==> config.mk <==
export PLATFORM = sky130hd
export DESIGN_NAME = msk_unsharing
export DESIGN_NICKNAME = d
export VERILOG_FILES = /design/src/rtl/msk_unsharing.sv
export SDC_FILE = /design/constraint.sdc
export NUM_CORES = 1
export LEC_CHECK = 0
export CAP_MARGIN = 20
export CELL_PAD_IN_SITES_DETAIL_PLACEMENT = 1
export CELL_PAD_IN_SITES_GLOBAL_PLACEMENT = 1
export CORE_MARGIN = 2
export CORE_UTILIZATION = 43
export CTS_BUF_LIST = sky130_fd_sc_hd__clkbuf_4 sky130_fd_sc_hd__clkbuf_8
export DETAILED_ROUTE_END_ITERATION = 16
export GPL_TIMING_DRIVEN = 0
export PLACE_DENSITY_LB_ADDON = 0.1
export SYNTH_ARGS = -nofsm -noshare
export SYNTH_HDL_FRONTEND = slang
export SYNTH_SLANG_ARGS = --single-unit
==> constraint.sdc <==
create_clock -name clk -period 1.68 [get_ports clk]
set_input_delay 0.504 -clock clk [delete_from_list [all_inputs] [get_ports clk]]
set_output_delay 0.504 -clock clk [all_outputs]
set_load 0.03 [all_outputs]
==> src/rtl/msk_unsharing.sv <==
// msk_unsharing: serial recombination of a d-share Boolean sharing into a W-bit word.
// Optional MSK_UNSHARING_ZEROIZE_EN clears share/accumulator state after each transfer.
module msk_unsharing #(
    parameter int d = 2,
    parameter int W = 8
) (
    input  logic           clk,
    input  logic           rst_n,
    input  logic           in_valid,
    output logic           in_ready,
    input  logic [d*W-1:0] sh_in,
    output logic           out_valid,
    input  logic           out_ready,
    output logic [W-1:0]   data_out
);

    localparam int CW = $clog2(d);

    typedef enum logic [1:0] {
        IDLE = 2'd0,
        FOLD = 2'd1,
        OUT  = 2'd2
    } state_t;

    state_t state, state_nxt;

    logic [d*W-1:0]        share_q;
    logic [W-1:0]          acc_q;
    logic [W-1:0]          data_q;
    logic [CW-1:0]         cnt;
    logic [W-1:0]          fold_word;
    logic [d-1:0][W-1:0]   in_view;
    logic [d-1:0][W-1:0]   reg_view;
    logic                  last;
    logic                  accept;
    logic                  deliver;

    // Re-index the bit-sliced buses as one W-bit word per share.
    for (genvar i = 0; i < d; i++) begin : g_share
        for (genvar j = 0; j < W; j++) begin : g_bit
            assign in_view[i][j]  = sh_in[j*d+i];
            assign reg_view[i][j] = share_q[j*d+i];
        end
    end

    assign fold_word = reg_view[cnt];
    assign last      = (cnt == CW'(d-1));
    assign accept    = in_valid & in_ready;
    assign deliver   = out_valid & out_ready;

    always_ff @(posedge clk or negedge rst_n) begin
        if (!rst_n) begin
            state <= IDLE;
        end else begin
            state <= state_nxt;
        end
    end

    always_comb begin
        state_nxt = state;
        unique case (state)
            IDLE: if (accept)  state_nxt = FOLD;
            FOLD: if (last)    state_nxt = OUT;
            OUT:  if (deliver) state_nxt = IDLE;
            default:           state_nxt = IDLE;
        endcase
    end

    always_comb begin
        in_ready  = (state == IDLE);
        out_valid = (state == OUT);
    end

    always_ff @(posedge clk or negedge rst_n) begin
        if (!rst_n) begin
            share_q <= '0;
            acc_q   <= '0;
            data_q  <= '0;
            cnt     <= '0;
        end else begin
            unique case (state)
                IDLE: begin
                    if (accept) begin
                        share_q <= sh_in;
                        acc_q   <= in_view[0];
                        cnt     <= CW'(1);
                    end
                end
                FOLD: begin
                    acc_q <= acc_q ^ fold_word;
                    if (last) begin
                        cnt    <= '0;
                        data_q <= acc_q ^ fold_word;
                    end else begin
                        cnt <= cnt + CW'(1);
                    end
                end
                OUT: begin
`ifdef MSK_UNSHARING_ZEROIZE_EN
                    if (deliver) begin
                        share_q <= '0;
                        acc_q   <= '0;
                    end
`endif
                end
                default: begin
                    cnt <= '0;
                end
            endcase
        end
    end

`ifdef MSK_UNSHARING_ZEROIZE_EN
    assign data_out = out_valid ? data_q : '0;
`else
    assign data_out = data_q;
`endif

endmodule

==> reports/metrics.cfg <==
[die]
die_h_um=66.1
die_w_um=66.1
coreArea_um2=3690
std_cell_rows=22
io_pins=30
initial_utilization_pct=44.9
die_area_um2=4370

[synth]
synthArstFlopShare_pct=100
netlist_area_um2=1660
ys_ff_latch=35
yosysMostFrequentCell=dfrtp_1
synth_cell_types=24
synthFlopType=dfrtp_1
ys_top_cells_by_count=35 x dfrtp_1, 11 x nand2_1, 10 x mux2_4
synth.net_count=148
yosysWarnings=0
synth_top_area_share_pct=52.8
synthCells=128
ys_seq_area_share_pct=52.8
synth-edff-count=0
synth_largest_area_cell=dfrtp_1
syn_area_per_cell_um2=13.0
synth_area_leaders=dfrtp_1 53%, mux2_4 9.1%, mux2i_1 4.8%

[power_and_ir_drop]
pwr-share-clk_pct=13.6
power_frac_comb_pct=50.8
power.switching_uw=1760
p_sw_share_pct=38.6
max-vdd-ir-drop_v=0.000890
p_int_uw=2800
p_leak_uw=0.000978
seq_power_share_pct=35.6
total_power_uw=4560
p_per_area_nw_per_um2=2080

[clock_network]
clkSlewWorstSetupHoldPaths_ns=0.07
postCtsHoldBufs=0
cts_buffers=5
cts_num_sinks=35
cts_tree=yes
cts_buffer_depth=2
clk_latency_ns=0.29
h-tree-depth=2
cts_root_buffer=clkbuf_8

[worst_setup_path]
critPathMaxStageDelay_ns=0.37
crit_fanout=5
end_kind=flop
crit_family=buffers and inverters
crit_arrival_ns=1.86
required_ns=1.85
crit_type=reg -> reg
critPathBufInv=3
reg2reg_from=state[0]$_DFFE_PN0P_
cp_cell_sequence=buf_6, buf_4, nor3b_4, bufbuf_16, mux2_4
start_kind=flop
rr_worst_depth=5
r2r-end=share_q[9]$_DFFE_PN0P_
crit_slowest_cell=dfrtp_1
ff2ff_setup_slack_ns=-0.003

[sta]
slew_violations=0
skew_ns=0.00684
fmax_ghz=0.594
setup_slack_ns=-0.00256
fin_crit_sh_pct=100
setup_viol=1
period_needed_ns=1.68
tightest_slew_ns=0.782
hold_viol_final=0
relSlewSlack_pct=47.8
rsz0062_at_grt=true

[detailed_routing]
dr.pass1.iters=4
vias=1194
viasPerCell=5.45
post_drt_wl_per_cell_um=19.3
first_iter_violations=36
final_antenna_net_count=0
drcViolationCount=0
drt_wl_total_um=4240

[placement]
dp_cells=205
gp_congestion=0.766
port_buffers=29
hpwlAfterDp_um=2580

[grt]
grt_pass1_wl_um=6850
grt_pass1_vias=1321
grt_antenna_before_repair=0
grt_max_degree=36
grt-ovfl-total=0
globalRouteTotalUtil_pct=22.1

[layout]
diodes=0
layout.cells.non_filler=219
nets=191
syn2layout_area_growth_pct=32.1
drive_gt1_share_pct=31.0

[job]
cap_violations=0

[status]
status=complete, but fails checks
violations=negative setup slack

[hold_path]
hold_class=in -> async

## per-stage QoR
stage	hold slack [ns]	TNS [ns]	setup slack, ns	cell area, um^2	utilization (%)
floorplan	0.208	0	0.0993	1660	-
global placement	0.462	-31.69	-0.643	2010	54.4
detailed placement	0.469	-9.90	-0.544	2000	54.3
CTS	0.329	-0.0542	-0.0542	2150	58.2
global route	0.348	-0.197	-0.0422	2190	59.4
finish	0.293	-0.00256	-0.00256	2190	59.4
## repair_timing
item / in CTS / in global routing
endpoints found under the setup margin: 26 / 2
resized for setup: 30 / 4
buffers inserted: 2 / 4
cloned: 1 / 0
## flip-flops by register name (all words and copies together), names as in the netlist
register	flops
acc_q	8
cnt	1
data_out	8
share_q	16
state	2
## how the worst max path moves through the flow
stage	startpoint	endpoint	slack, ns	cells after the start
global placement	rst_n	acc_q[7]$_DFFE_PN0P_	-0.64	1
detailed placement	in_valid	share_q[15]$_DFFE_PN0P_	-0.54	4
CTS	state[0]$_DFFE_PN0P_	out_valid	-0.05	6
global route	state[0]$_DFFE_PN0P_	share_q[9]$_DFFE_PN0P_	-0.04	5
floorplan	state[0]$_DFFE_PN0P_	acc_q[0]$_DFFE_PN0P_	0.1	4
finish	state[0]$_DFFE_PN0P_	share_q[9]$_DFFE_PN0P_	-0.003	5
## layer usage
layer | global-route usage [%] | routed length (um) | vias to the layer above
met5 | 0 | 0 | -
met4 | 8.16 | 117 | 0
met3 | 6.64 | 159 | 14
met2 | 39.0 | 2170 | 29
met1 | 25.1 | 1790 | 604
li1 | - | - | 547
## logic make-up after synthesis
logic type / share of synthesized area (%)
muxes: 18.6
xor gates and xnor gates: 4.23
and+or+nand+nor: 8.91
DFF: 52.8
AOI/OAI and AO/OA: 11.8
buffers and inverters: 3.62
## layout by cell type (no fill, tap or decap), types with 8 or more instances in the layout
cell type,synthesis,final
mux2i_1,8,8
dlygate4sd2_1,0,9
mux2_4,10,10
xnor2_1,8,8
o21ai_0,9,9
a21oi_1,8,8
clkdlybuf4s50_1,0,17
nand2_1,11,10
nand3b_1,8,8
dfrtp_1,35,34
## worst register-to-register path, stage by stage, from the launching register on
cell and delay, ns:
dfrtp_1 0.37, buf_6 0.13, buf_4 0.15, nor3b_4 0.30, bufbuf_16 0.33, mux2_4 0.30
## area by class of cell
type / instances / area (um^2)
repair buffers: 36 / 348
plain buffers: 6 / 67.6
clock buffers: 6 / 82.6
multi-input cells: 85 / 729
inverters: 2 / 20.0
fillers: 385 / 1500
well taps: 48 / 60.1
clock inverters: 1 / 5.00
flip-flops and latches: 35 / 877
## power groups by stage
stage          clock network (uW)  registers [uW]  logic [uW]
3_5_place_dp                    0            1610        2120
6_report                      621            1620        2310
4_1_cts                       624            1610        2200
5_1_grt                       673            1680        2490
3_3_place_gp                    0            1580        2020
2_1_floorplan                   0            1710        1360
Power figures use the tool's default switching activity.
